==> src/rtl/net_rx_failover_ctrl_if.sv <==
// net_rx_failover_ctrl_if
//   One EthernetRxBus stream: a 64-bit data beat with its qualifiers.
//   master drives the stream and slave consumes it.
//
//   data        64  beat payload
//   data_valid   1  data carries a payload beat
//   start        1  first beat of a frame
//   commit       1  last beat of a good frame
//   drop         1  frame aborted; discard everything since start
interface net_rx_failover_ctrl_if;
  logic [63:0] data;
  logic        data_valid;
  logic        start;
  logic        commit;
  logic        drop;

  modport master (output data, data_valid, start, commit, drop);
  modport slave  (input  data, data_valid, start, commit, drop);
endinterface

==> src/rtl/net_rx_failover_ctrl.sv <==
// net_rx_failover_ctrl
//   Chooses which RX port (SFP or RGMII) feeds the core-side RX stream.
//   A port must show link up for HOLDOFF_CYCLES consecutive cycles before
//   it can be selected. The controller only switches between frames, and
//   it aborts a frame cleanly with a single drop beat when the selected
//   link is lost.
//
//   clk            in   core clock
//   rst            in   asynchronous active-high reset
//   sfp_link_up    in   SFP link state, already synchronous to clk
//   rgmii_link_up  in   RGMII link state, already synchronous to clk
//   sfp_rx_bus     in   SFP RX stream (slave)
//   rgmii_rx_bus   in   RGMII RX stream (slave)
//   eth_link_up    out  a port is currently selected
//   eth_rx_bus     out  selected stream, one-cycle registered (master)
//   active_port    out  0 = none, 1 = SFP, 2 = RGMII
//   switch_count   out  number of selection changes, saturating
//
//   state  | meaning
//   NONE   | no port selected, output idle
//   SYNC   | port selected, waiting for its next frame start
//   ACTIVE | forwarding the selected port
//   DRAIN  | a switch is pending; finishing the current frame first
module net_rx_failover_ctrl #(
  parameter int HOLDOFF_CYCLES = 250000,
  parameter bit PREFER_SFP     = 1'b1
) (
  input  logic                          clk,
  input  logic                          rst,
  input  logic                          sfp_link_up,
  input  logic                          rgmii_link_up,
  net_rx_failover_ctrl_if.slave         sfp_rx_bus,
  net_rx_failover_ctrl_if.slave         rgmii_rx_bus,
  output logic                          eth_link_up,
  net_rx_failover_ctrl_if.master        eth_rx_bus,
  output logic [1:0]                    active_port,
  output logic [15:0]                   switch_count
);

  localparam int QW = $clog2(HOLDOFF_CYCLES + 1);
  localparam logic [QW-1:0] HOLD_Q = QW'(HOLDOFF_CYCLES);

  localparam logic [1:0] PORT_NONE  = 2'd0;
  localparam logic [1:0] PORT_SFP   = 2'd1;
  localparam logic [1:0] PORT_RGMII = 2'd2;

  typedef enum logic [1:0] {ST_NONE, ST_SYNC, ST_ACTIVE, ST_DRAIN} state_t;

  typedef struct packed {
    logic [63:0] data;
    logic        data_valid;
    logic        start;
    logic        commit;
    logic        drop;
  } beat_t;

  state_t      state_q, state_d;
  logic [1:0]  port_q, port_d;
  logic        in_frame_q, in_frame_d;
  beat_t       out_q, out_d;
  logic [15:0] count_q;
  logic [QW-1:0] sfp_cnt, rgmii_cnt;
  logic        sfp_qual, rgmii_qual, sel_qual, do_switch;
  logic [1:0]  desired;
  beat_t       sfp_beat, rgmii_beat, sel_beat;

  // Link qualification: the counter restarts on any low cycle and the port
  // is disqualified combinationally the moment its link reads low.
  always_ff @(posedge clk or posedge rst) begin
    if (rst) begin
      sfp_cnt   <= '0;
      rgmii_cnt <= '0;
    end else begin
      if (!sfp_link_up)          sfp_cnt <= '0;
      else if (sfp_cnt != HOLD_Q) sfp_cnt <= sfp_cnt + QW'(1);
      if (!rgmii_link_up)          rgmii_cnt <= '0;
      else if (rgmii_cnt != HOLD_Q) rgmii_cnt <= rgmii_cnt + QW'(1);
    end
  end

  assign sfp_qual   = sfp_link_up   && (sfp_cnt   == HOLD_Q);
  assign rgmii_qual = rgmii_link_up && (rgmii_cnt == HOLD_Q);

  always_comb begin
    desired = PORT_NONE;
    if (PREFER_SFP) begin
      if (sfp_qual)        desired = PORT_SFP;
      else if (rgmii_qual) desired = PORT_RGMII;
    end else begin
      if (rgmii_qual)      desired = PORT_RGMII;
      else if (sfp_qual)   desired = PORT_SFP;
    end
  end

  always_comb begin
    sfp_beat.data         = sfp_rx_bus.data;
    sfp_beat.data_valid   = sfp_rx_bus.data_valid;
    sfp_beat.start        = sfp_rx_bus.start;
    sfp_beat.commit       = sfp_rx_bus.commit;
    sfp_beat.drop         = sfp_rx_bus.drop;
    rgmii_beat.data       = rgmii_rx_bus.data;
    rgmii_beat.data_valid = rgmii_rx_bus.data_valid;
    rgmii_beat.start      = rgmii_rx_bus.start;
    rgmii_beat.commit     = rgmii_rx_bus.commit;
    rgmii_beat.drop       = rgmii_rx_bus.drop;
  end

  assign sel_beat = (port_q == PORT_RGMII) ? rgmii_beat : sfp_beat;

  always_comb begin
    sel_qual = 1'b0;
    if (port_q == PORT_SFP)        sel_qual = sfp_qual;
    else if (port_q == PORT_RGMII) sel_qual = rgmii_qual;
  end

  // Frame state after a forwarded beat; a start that also ends the frame
  // leaves us outside a frame.
  function automatic logic frame_after(input logic cur, input beat_t b);
    if (b.commit || b.drop) return 1'b0;
    if (b.start)            return 1'b1;
    return cur;
  endfunction

  always_comb begin
    state_d    = state_q;
    port_d     = port_q;
    in_frame_d = in_frame_q;
    out_d      = '0;
    do_switch  = 1'b0;

    case (state_q)
      ST_NONE: begin
        if (desired != PORT_NONE) do_switch = 1'b1;
      end
      ST_SYNC: begin
        // Nothing has been forwarded yet, so a reselection here is safe.
        if (desired != port_q) begin
          do_switch = 1'b1;
        end else if (sel_beat.start) begin
          out_d      = sel_beat;
          in_frame_d = frame_after(1'b0, sel_beat);
          state_d    = ST_ACTIVE;
        end
      end
      ST_ACTIVE, ST_DRAIN: begin
        if (desired == port_q) begin
          out_d      = sel_beat;
          in_frame_d = frame_after(in_frame_q, sel_beat);
          state_d    = ST_ACTIVE;
        end else if (!sel_qual) begin
          // Link lost: the current beat is untrustworthy, abort instead.
          if (in_frame_q) out_d.drop = 1'b1;
          do_switch = 1'b1;
        end else if (!in_frame_q) begin
          // Between frames; a beat arriving now is not forwarded, so the
          // core never sees a start without its end.
          do_switch = 1'b1;
        end else begin
          out_d      = sel_beat;
          in_frame_d = frame_after(in_frame_q, sel_beat);
          state_d    = ST_DRAIN;
        end
      end
      default: state_d = ST_NONE;
    endcase

    if (do_switch) begin
      port_d     = desired;
      in_frame_d = 1'b0;
      state_d    = (desired == PORT_NONE) ? ST_NONE : ST_SYNC;
    end
  end

  always_ff @(posedge clk or posedge rst) begin
    if (rst) begin
      state_q    <= ST_NONE;
      port_q     <= PORT_NONE;
      in_frame_q <= 1'b0;
      out_q      <= '0;
      count_q    <= '0;
    end else begin
      state_q    <= state_d;
      port_q     <= port_d;
      in_frame_q <= in_frame_d;
      out_q      <= out_d;
      if (port_d != port_q && count_q != 16'hFFFF) count_q <= count_q + 16'd1;
    end
  end

  assign eth_link_up           = (state_q != ST_NONE);
  assign active_port           = port_q;
  assign switch_count          = count_q;
  assign eth_rx_bus.data       = out_q.data;
  assign eth_rx_bus.data_valid = out_q.data_valid;
  assign eth_rx_bus.start      = out_q.start;
  assign eth_rx_bus.commit     = out_q.commit;
  assign eth_rx_bus.drop       = out_q.drop;

endmodule

==> src/flat_wrapper.sv <==
// flat-port wrapper written by rule: the top's interface ports become plain ports
module net_rx_failover_ctrl_flat 
#(
  parameter int HOLDOFF_CYCLES = 250000,
  parameter bit PREFER_SFP     = 1'b1
)
  (clk, rst, sfp_link_up, rgmii_link_up, eth_link_up, active_port, switch_count, sfp_rx_bus_data, sfp_rx_bus_data_valid, sfp_rx_bus_start, sfp_rx_bus_commit, sfp_rx_bus_drop, rgmii_rx_bus_data, rgmii_rx_bus_data_valid, rgmii_rx_bus_start, rgmii_rx_bus_commit, rgmii_rx_bus_drop, eth_rx_bus_data, eth_rx_bus_data_valid, eth_rx_bus_start, eth_rx_bus_commit, eth_rx_bus_drop);
  net_rx_failover_ctrl_if sfp_rx_bus_i ();
  net_rx_failover_ctrl_if rgmii_rx_bus_i ();
  net_rx_failover_ctrl_if eth_rx_bus_i ();
  input  logic clk;
  input  logic rst;
  input  logic sfp_link_up;
  input  logic rgmii_link_up;
  output logic eth_link_up;
  output logic [1:0] active_port;
  output logic [15:0] switch_count;
  input wire logic [$bits(sfp_rx_bus_i.data)-1:0] sfp_rx_bus_data;
  input wire logic [$bits(sfp_rx_bus_i.data_valid)-1:0] sfp_rx_bus_data_valid;
  input wire logic [$bits(sfp_rx_bus_i.start)-1:0] sfp_rx_bus_start;
  input wire logic [$bits(sfp_rx_bus_i.commit)-1:0] sfp_rx_bus_commit;
  input wire logic [$bits(sfp_rx_bus_i.drop)-1:0] sfp_rx_bus_drop;
  input wire logic [$bits(rgmii_rx_bus_i.data)-1:0] rgmii_rx_bus_data;
  input wire logic [$bits(rgmii_rx_bus_i.data_valid)-1:0] rgmii_rx_bus_data_valid;
  input wire logic [$bits(rgmii_rx_bus_i.start)-1:0] rgmii_rx_bus_start;
  input wire logic [$bits(rgmii_rx_bus_i.commit)-1:0] rgmii_rx_bus_commit;
  input wire logic [$bits(rgmii_rx_bus_i.drop)-1:0] rgmii_rx_bus_drop;
  output wire logic [$bits(eth_rx_bus_i.data)-1:0] eth_rx_bus_data;
  output wire logic [$bits(eth_rx_bus_i.data_valid)-1:0] eth_rx_bus_data_valid;
  output wire logic [$bits(eth_rx_bus_i.start)-1:0] eth_rx_bus_start;
  output wire logic [$bits(eth_rx_bus_i.commit)-1:0] eth_rx_bus_commit;
  output wire logic [$bits(eth_rx_bus_i.drop)-1:0] eth_rx_bus_drop;
  assign sfp_rx_bus_i.data = sfp_rx_bus_data;
  assign sfp_rx_bus_i.data_valid = sfp_rx_bus_data_valid;
  assign sfp_rx_bus_i.start = sfp_rx_bus_start;
  assign sfp_rx_bus_i.commit = sfp_rx_bus_commit;
  assign sfp_rx_bus_i.drop = sfp_rx_bus_drop;
  assign rgmii_rx_bus_i.data = rgmii_rx_bus_data;
  assign rgmii_rx_bus_i.data_valid = rgmii_rx_bus_data_valid;
  assign rgmii_rx_bus_i.start = rgmii_rx_bus_start;
  assign rgmii_rx_bus_i.commit = rgmii_rx_bus_commit;
  assign rgmii_rx_bus_i.drop = rgmii_rx_bus_drop;
  assign eth_rx_bus_data = eth_rx_bus_i.data;
  assign eth_rx_bus_data_valid = eth_rx_bus_i.data_valid;
  assign eth_rx_bus_start = eth_rx_bus_i.start;
  assign eth_rx_bus_commit = eth_rx_bus_i.commit;
  assign eth_rx_bus_drop = eth_rx_bus_i.drop;
  net_rx_failover_ctrl #(.HOLDOFF_CYCLES(HOLDOFF_CYCLES), .PREFER_SFP(PREFER_SFP)) u_core (.clk(clk), .rst(rst), .sfp_link_up(sfp_link_up), .rgmii_link_up(rgmii_link_up), .sfp_rx_bus(sfp_rx_bus_i), .rgmii_rx_bus(rgmii_rx_bus_i), .eth_link_up(eth_link_up), .eth_rx_bus(eth_rx_bus_i), .active_port(active_port), .switch_count(switch_count));
endmodule
==> config.mk <==
export PLATFORM = sky130hd
export DESIGN_NAME = net_rx_failover_ctrl_flat
export DESIGN_NICKNAME = d
export VERILOG_FILES = /design/src/rtl/net_rx_failover_ctrl_if.sv /design/src/rtl/net_rx_failover_ctrl.sv /design/src/flat_wrapper.sv
export SDC_FILE = /design/constraint.sdc
export NUM_CORES = 1
export LEC_CHECK = 0
export BUFFER_PORTS_ARGS = -buffer_cell sky130_fd_sc_hd__clkbuf_2
export CAP_MARGIN = 20
export CORE_AREA = 2 2 97 136
export CTS_BUF_LIST = sky130_fd_sc_hd__clkbuf_4
export CTS_CLUSTER_DIAMETER = 50
export DETAILED_ROUTE_END_ITERATION = 12
export DIE_AREA = 0 0 99 138
export PLACE_DENSITY = 0.77
export SYNTH_ARGS = -nofsm -noshare
export SYNTH_HDL_FRONTEND = slang
export SYNTH_SLANG_ARGS = --single-unit
==> constraint.sdc <==
create_clock -name clk -period 5.1 [get_ports clk]
set_input_delay 1.02 -clock clk [delete_from_list [all_inputs] [get_ports clk]]
set_output_delay 1.02 -clock clk [all_outputs]
set_load 0.03 [all_outputs]
After elaboration in Yosys (flattened, before gate mapping)
Cells that the tools add are included.
W data, S select, Z words.
Storage, ports and cells
  flip-flop bits (word level): 125
  input bits: 140
  output and inout port bits: 87
  word-level logic and storage cells: 116
Operators by class
  $add $sub $neg: 3
  equal/unequal tests: 20
  mux-type cells: 70
  reductions and logical operators: 12
Operators with widths (number)
  $mux W68: 5
  $pmux W68 S2: 1
  $mux W18: 4
  $mux W67: 1
  $mux W1: 47
  $add A18 B1 Y18 const B: 2
  $eq A18 B18 Y1 const B: 2
  $ne A18 B18 Y1 const B: 2
  $mux W2: 9
  $add A16 B1 Y16 const B: 1
  $ne A16 B16 Y1 const B: 1
  $reduce_and A5 Y1: 2
  $ne A4 B1 Y1 const B: 2
  $eq A2 B2 Y1 const B: 3
  $ne A5 B4 Y1 const B: 1
  $eq A2 B1 Y1 const B: 2
  $logic_not A2 Y1: 2
  $ne A2 B1 Y1 const B: 2
  $ne A2 B2 Y1: 2
  $pmux W2 S2: 1
  $reduce_bool A2 Y1: 2
  $logic_and A1 B1 Y1: 3
  $ne A3 B1 Y1 const B: 1
  $ne A3 B2 Y1 const B: 1
  6 further kinds: 6

Logic depth before layout (Yosys ltp)
Gate-level depths: netlist of the first run.
  word-level depth: 20
  gate-level depth with buffers: 12
  mapped depth without buffers: 9

Worst setup path after synthesis of the first run
No wires, ideal clock.
  kind: input -> register
  start point: input port rgmii_link_up
  end point: register u_core.out_q, in the netlist u_core.eth_rx_bus.data[35]
  library setup time: 0.120 ns
  data arrival time: 2.519 ns
  data required time: 4.980 ns
  slack: 2.461 ns
  cell stages on the path: 10
  buffers on the path: 3
  path through: clkinv_1 > nor3_1 > a2bb2o_1 > buf_4 > nor3_2 > nor2_2 > o21a_2 > buf_6 > buf_6 > a21oi_1
RTL lines
  from (decl): line flat_wrapper.sv:14  | input logic rgmii_link_up;
  to (signal assigned): line net_rx_failover_ctrl.sv:185  | out_q <= out_d;
  to (decl): line net_rx_failover_ctrl.sv:60  | beat_t out_q, out_d;

==> results of run 1 <==
-- cell usage after synthesis, types with 6 or more instances --
cell / instances / area (sq um)
xor2_1: 12 / 105
or3_1: 7 / 43.8
and3_1: 12 / 75.1
nor2_1: 29 / 109
nand2_1: 159 / 597
clkbuf_1: 19 / 71.3
inv_1: 14 / 52.6
buf_2: 6 / 30.0
nand4_1: 26 / 163
dfrtp_1: 125 / 3130
o21ai_0: 11 / 55.1
and2_1: 13 / 81.3
nor3_1: 11 / 55.1
nand3_1: 16 / 80.1
a21oi_1: 74 / 370
nor4b_1: 6 / 52.6
xnor2_1: 28 / 245
-- cell usage in the layout, fill, tap and decap left out, types with 5 or more instances in the layout --
cell type / synthesis / final
nor4b_1: 6 / 6
and3_1: 12 / 12
ha_1: 5 / 5
nand4_1: 26 / 26
buf_4: 1 / 5
nand3_1: 16 / 16
nand2_1: 159 / 158
clkinvlp_4: 0 / 6
dfrtp_1: 125 / 125
clkbuf_4: 0 / 18
nor3_1: 11 / 11
nor2_1: 29 / 28
xnor2_1: 28 / 28
and2_1: 13 / 13
inv_1: 14 / 13
o21ai_0: 11 / 11
or3_1: 7 / 7
clkbuf_2: 0 / 226
xor2_1: 12 / 12
a21oi_1: 74 / 74
-- state kept, by name, indices dropped and copies added (netlist names) --
| name | flops |
|---|---|
| u_core.sfp_cnt | 18 |
| u_core.switch_count | 16 |
| u_core.state_q | 2 |
| u_core.eth_rx_bus.drop | 1 |
| u_core.eth_rx_bus.data_valid | 1 |
| u_core.active_port | 2 |
| u_core.rgmii_cnt | 18 |
| u_core.eth_rx_bus.commit | 1 |
| u_core.in_frame_q | 1 |
| u_core.eth_rx_bus.data | 64 |
| u_core.eth_rx_bus.start | 1 |
-- worst paths after layout --
kind	end	slack (ns)	startpoint	cells after the start
worst max-delay path	u_core.eth_rx_bus.data[11]$_DFF_PP0_	1.59	rgmii_link_up	9
worst min register to register	u_core.switch_count[14]$_DFFE_PP0P_	0.51	u_core.switch_count[14]$_DFFE_PP0P_	1
min in group clk	u_core.switch_count[14]$_DFFE_PP0P_	0.51	u_core.switch_count[14]$_DFFE_PP0P_	1
worst min-delay path	u_core.eth_rx_bus.data[45]$_DFF_PP0_	0.46	rst	2
worst max register to register	u_core.eth_rx_bus.data[11]$_DFF_PP0_	1.60	u_core.rgmii_cnt[0]$_DFFE_PP0P_	10
max in group asynchronous	u_core.sfp_cnt[0]$_DFFE_PP0P_	3.57	rst	3
-- metal layers --
metal | global-route usage [%] | vias up | wire (um)
li1 | - | 2572 | -
met1 | 29.0 | 2530 | 6190
met2 | 37.2 | 205 | 7670
met3 | 6.88 | 34 | 1110
met4 | 10.2 | 0 | 482
met5 | 0 | - | 0
-- area by class of cell --
cell class	instances	share of cell area, %
Sequential cell	125	42.6
Multi-Input combinational cell	457	34.3
Timing Repair Buffer	232	16.2
Tap cell	153	2.61
Clock buffer	18	1.84
Clock inverter	14	1.64
Inverter	15	0.801
Antenna cell	1	0.0341
-- through the flow --
| step | hold slack, ns | std cells | instance area (sq um) |
|---|---|---|---|
| after floorplan | 0.473 | 626 | 5840 |
| after global placement | 0.481 | 982 | 7090 |
| after detailed placement | 0.497 | 982 | 7090 |
| after CTS | 0.416 | 1014 | 7340 |
| after global routing | 0.425 | 1015 | 7340 |
| final | 0.463 | 1015 | 7340 |
-- worst register-to-register path: stages (launching register included) --
cell,delay [ns]
dfrtp_1,0.40
inv_1,0.10
ha_1,0.17
or4bb_1,0.53
nor4_4,0.21
a2bb2o_1,0.33
nor3_2,0.09
o21ai_2,0.53
o21a_2,0.65
buf_12,0.30
a21oi_1,0.09
-- kinds of logic (layout without fill, tap and decap cells) --
logic type,count (synthesis),after routing
simple gates,304,304
other cells,0,1
mux,7,7
flops,125,125
buf+inv,44,279
xor+xnor,40,40
fa+ha+maj,5,5
compound gates,101,101
-- power by group --
part	leakage [nW]	switching, mW	internal, mW
combinational	1.91	0.147	0.0833
sequential	1.66	0.0139	1.02
clock	0.124	0.378	0.245
==> summary.txt, run 1 <==
Status
  – Outcome: finished, final reports clean

Floorplan
  – # rows: 49
  – Die span in x: 99 um
  – Die Y: 138 um
  – I/O Pins: 227
  – Full die area: 13700 sq um
  – Initial Util: 46.4%
  – CORE AREA: about 13000 sq um

STA
  – Final setup TNS: 0 ns
  – Final Slew Violations: 0
  – Slew Limit Headroom: around 50%
  – Minimum clock period: 3.51 ns
  – Peak Freq: 0.285 GHz
  – Clock skew: 0.0252 ns
  – Crit share post-route: 68.9%
  – Least-Margin Pin Slew: around 0.75 ns
  – Final setup viols: 0
  – Final hold vios: 0
  – Worst Setup Slack, final: between 1.5 and 2 ns
  – Unrepaired setup endpoints after global routing: false

Layout
  – Multi-input logic area: 2520 sq um
  – Share of cells above drive strength 1: 32.6%
  – Fill count: approximately 1100
  – Layout Utilization: 58.4%
  – Area Growth Syn to Fin: 25.8%
  – Fin nets: 993
  – Register area: approximately 3100 sq um

Yosys
  – Largest family of logic cells by synthesized area: simple AND/OR/NAND/NOR gates
  – Compound-gate portion of the synthesized area: 9.41%
  – Mapped Avg Cell Area: approximately 9.3 sq um
  – Synthesis-stage register bit count: 125
  – Multiplexer area fraction after synthesis: 1.26%
  – Post-synth EDFFs: 0
  – FFs w/ async S/R, synth: 100%
  – Unique masters post-synth: 50
  – Synth Area in Adders: between 1 and 1.5%
  – Post-Synth Simple-Gate Area: 25.3%
  – Syn Std Cell Area: between 5000 and 6000 sq um
  – YS warnings: 0
  – Cell count after synthesis: 626
  – XOR/XNOR share of the synthesized area: under 10%
  – Sequential fraction of the synthesis area: 53.6%
  – Dominant synthesized flop cell: dfrtp_1
  – Mapped Nets: 771

Clock tree
  – Root Driver: clkbuf_4
  – CTS tree: built
  – Reg clk slew, reported paths: 0.13 ns
  – # clock sinks: roughly 130
  – Post-CTS Resized: 0
  – Post-CTS Setup Repair Bufs: 0
  – CTS hold repair buffers: 0
  – Clk Latency, worst-skew pair: 0.51 ns
  – Num CTS Buffers: 17
  – H-tree Lvls: 4
  – Max clock buf depth: 2

Detailed routing
  – Via count: 5341
  – Vias per Instance: 5.26
  – Final ANT Viol Nets: 0
  – Routed length per instance: 15.2 um
  – DR DRC count: 0
  – Pre-Repair DR Iteration Count: 4
  – Routed wire length: about 15000 um
  – Starting DRT DRC Count: 286

Worst setup path
  – Max Fanout on Critical Path: 42
  – Worst path bufs/invs: 3
  – Critical-path top delay cell: o21a_2
  – WS Path Type: in -> reg
  – Critical Path RT: 5.49 ns
  – Setup crit start kind: input pin
  – Crit-path leading delay family: compound AO/OA/AOI/OAI gates
  – Max incr delay on CP: ~0.65 ns
  – Critical Path Sink Type: register
  – Arrival time worst endpoint: 3.90 ns
  – Worst-path cell chain: clkbuf_2 > clkinv_1 > nor3_1 > a2bb2o_1 > nor3_2 > o21ai_2 > o21a_2 > buf_12 > a21oi_1

Global route
  – First-pass GRT wire length: 25400 um
  – Remaining global-route overflow: 0
  – Initial antenna violation count: 1
  – Gr usage total: 23.2%
  – Vias in the first global route: 5152
  – Largest net degree at the start of global routing: 61

Power
  – Max VDD drop: between 150 and 200 uV
  – Pwr Density: 257 nW/um^2
  – Leakage power: about 3.7 nW
  – Total power: roughly 1.9 mW

Place
  – Dpl hpwl: roughly 11000 um
  – Post-Place Setup Slack: 1.04 ns
  – RD Place Congestion: 0.912
  – Port Buffers: 226

Run
  – Max-cap violations: 0

Worst hold path
  – Hold crit path type: in -> async
Note: power is estimated with default switching activity, not from simulation.
==> run 2: changes to the inputs <==
- clock period: 5.1 -> 3.51 ns (I/O delays scaled with it)
==> summary.txt, run 2 (synthesized netlist as in run 1, its figures left out) <==
Floorplan
  – Die span in x: 99 um
  – Initial Util: 46.4%
  – Die Y: 138 um
  – CORE AREA: 12600 sq um
  – I/O Pins: 227
  – # rows: 49
  – Full die area: 13700 sq um

Worst setup path
  – Worst path bufs/invs: 2
  – Setup crit start kind: register
  – Crit-path leading delay family: compound AO/OA/AOI/OAI gates
  – WS Path Type: reg -> reg
  – Max incr delay on CP: between 0.5 and 0.6 ns
  – Critical-path top delay cell: or4bb_1
  – Worst-path cell chain: inv_1 > ha_1 > or4bb_1 > nor4_4 > a2bb2o_1 > nor3_2 > o21ai_2 > o21a_2 > buf_12 > a21oi_1
  – Critical Path Sink Type: register
  – Max Fanout on Critical Path: 41
  – Arrival time worst endpoint: ~3.3 ns
  – Critical Path RT: 3.91 ns

STA
  – Final hold vios: 0
  – Peak Freq: 0.350 GHz
  – Final setup TNS: 0 ns
  – Minimum clock period: between 2 and 3 ns
  – Clock skew: 0.0245 ns
  – Slew Limit Headroom: 41.5%
  – Final setup viols: 0
  – Final Slew Violations: 0
  – Crit share post-route: 81.4%
  – Least-Margin Pin Slew: 0.875 ns
  – Unrepaired setup endpoints after global routing: false

Detailed routing
  – Routed length per instance: 15.6 um
  – Pre-Repair DR Iteration Count: 5
  – Routed wire length: 15900 um
  – Vias per Instance: 5.24
  – Final ANT Viol Nets: 0
  – DR DRC count: 0
  – Starting DRT DRC Count: 332
  – Via count: 5341

Power
  – Pwr Density: 397 nW/um^2
  – Leakage power: between 3 and 4 nW
  – Total power: 2.96 mW
  – Max VDD drop: 246 uV

Clock tree
  – Max clock buf depth: 2
  – Clk Latency, worst-skew pair: 0.53 ns
  – # clock sinks: 125
  – Post-CTS Setup Repair Bufs: 0
  – Post-CTS Resized: 0
  – Num CTS Buffers: 17
  – CTS hold repair buffers: 0
  – Reg clk slew, reported paths: between 0.1 and 0.15 ns
  – CTS tree: built
  – Root Driver: clkbuf_4
  – H-tree Lvls: 4

Layout
  – Max reg flops: 64
  – Area Growth Syn to Fin: 27.6%
  – Commonest non-fill, non-tap cell in the layout: clkbuf_2
  – Fin nets: 997
  – Commonest non-fill, non-tap cells in the layout: clkbuf_2, nand2_1, dfrtp_1
  – Share of cells above drive strength 1: 33.1%

Global route
  – Largest net degree at the start of global routing: 58
  – First-pass GRT wire length: 26300 um
  – Gr usage total: 24.0%
  – Remaining global-route overflow: 0
  – Vias in the first global route: 5434
  – Initial antenna violation count: 1

Run
  – Max-cap violations: 0

Place
  – RD Place Congestion: 0.881
  – Port Buffers: 226
  – Dpl hpwl: 11800 um

Status
  – Outcome: finished, final reports clean

Worst hold path
  – Hold crit path type: in -> async
[run 2: changes by cell type in the layout (fill, tap and decap cells not counted), sizes merged]
cell,change
buf,+4
clkinvlp,-4
inv,+4
bufinv,+2
clkinv,-2
[run 2: path summary, 6_finish.rpt]
path,from,slack (ns),cells after the start,endpoint
setup reg to reg,u_core.rgmii_cnt[0]$_DFFE_PP0P_,0.65,10,u_core.eth_rx_bus.data[57]$_DFF_PP0_
hold reg to reg,u_core.switch_count[8]$_DFFE_PP0P_,0.51,1,u_core.switch_count[8]$_DFFE_PP0P_
max in group asynchronous,rst,2.32,3,u_core.eth_rx_bus.data[56]$_DFF_PP0_
setup / recovery,u_core.rgmii_cnt[0]$_DFFE_PP0P_,0.65,10,u_core.eth_rx_bus.data[57]$_DFF_PP0_
hold / removal,rst,0.28,2,u_core.eth_rx_bus.data[0]$_DFF_PP0_
min in group clk,rgmii_rx_bus_data[11],0.37,3,u_core.eth_rx_bus.data[11]$_DFF_PP0_
[run 2: metrics by stage]
step | utilization, % | cells | area [sq um] | hold WS (ns) | setup slack [ns]
5_1_grt | 59.3 | 1019 | 7450 | 0.307 | 0.426
2_1_floorplan | - | 626 | 5840 | 0.473 | 0.978
3_5_place_dp | 56.7 | 986 | 7130 | 0.492 | 0.670
6_report | 59.3 | 1019 | 7450 | 0.280 | 0.652
3_3_place_gp | 56.7 | 986 | 7130 | 0.479 | 0.736
4_1_cts | 59.2 | 1018 | 7450 | 0.256 | 0.648
[run 2: final cells by class]
cell class,instances,area (sq um)
diodes,1,2.50
clock buffers,18,135
clock inverters,14,180
fillers,1131,5120
inverters,15,60.1
multi-input cells,457,2520
flip-flops and latches,125,3130
well taps,153,191
repair buffers,236,1230
[run 2: power breakdown]
| group | internal, mW | switching (mW) | leakage (nW) |
|---|---|---|---|
| clock network | 0.519 | 0.587 | 0.171 |
| registers | 1.49 | 0.0206 | 1.66 |
| logic | 0.125 | 0.217 | 1.93 |
[run 2: layer usage]
metal	GRT usage [%]	vias up	routed length, um
li1	-	2573	-
met1	28.6	2501	6160
met2	39.2	224	7960
met3	7.89	43	1250
met4	11.0	0	550
met5	0	-	0
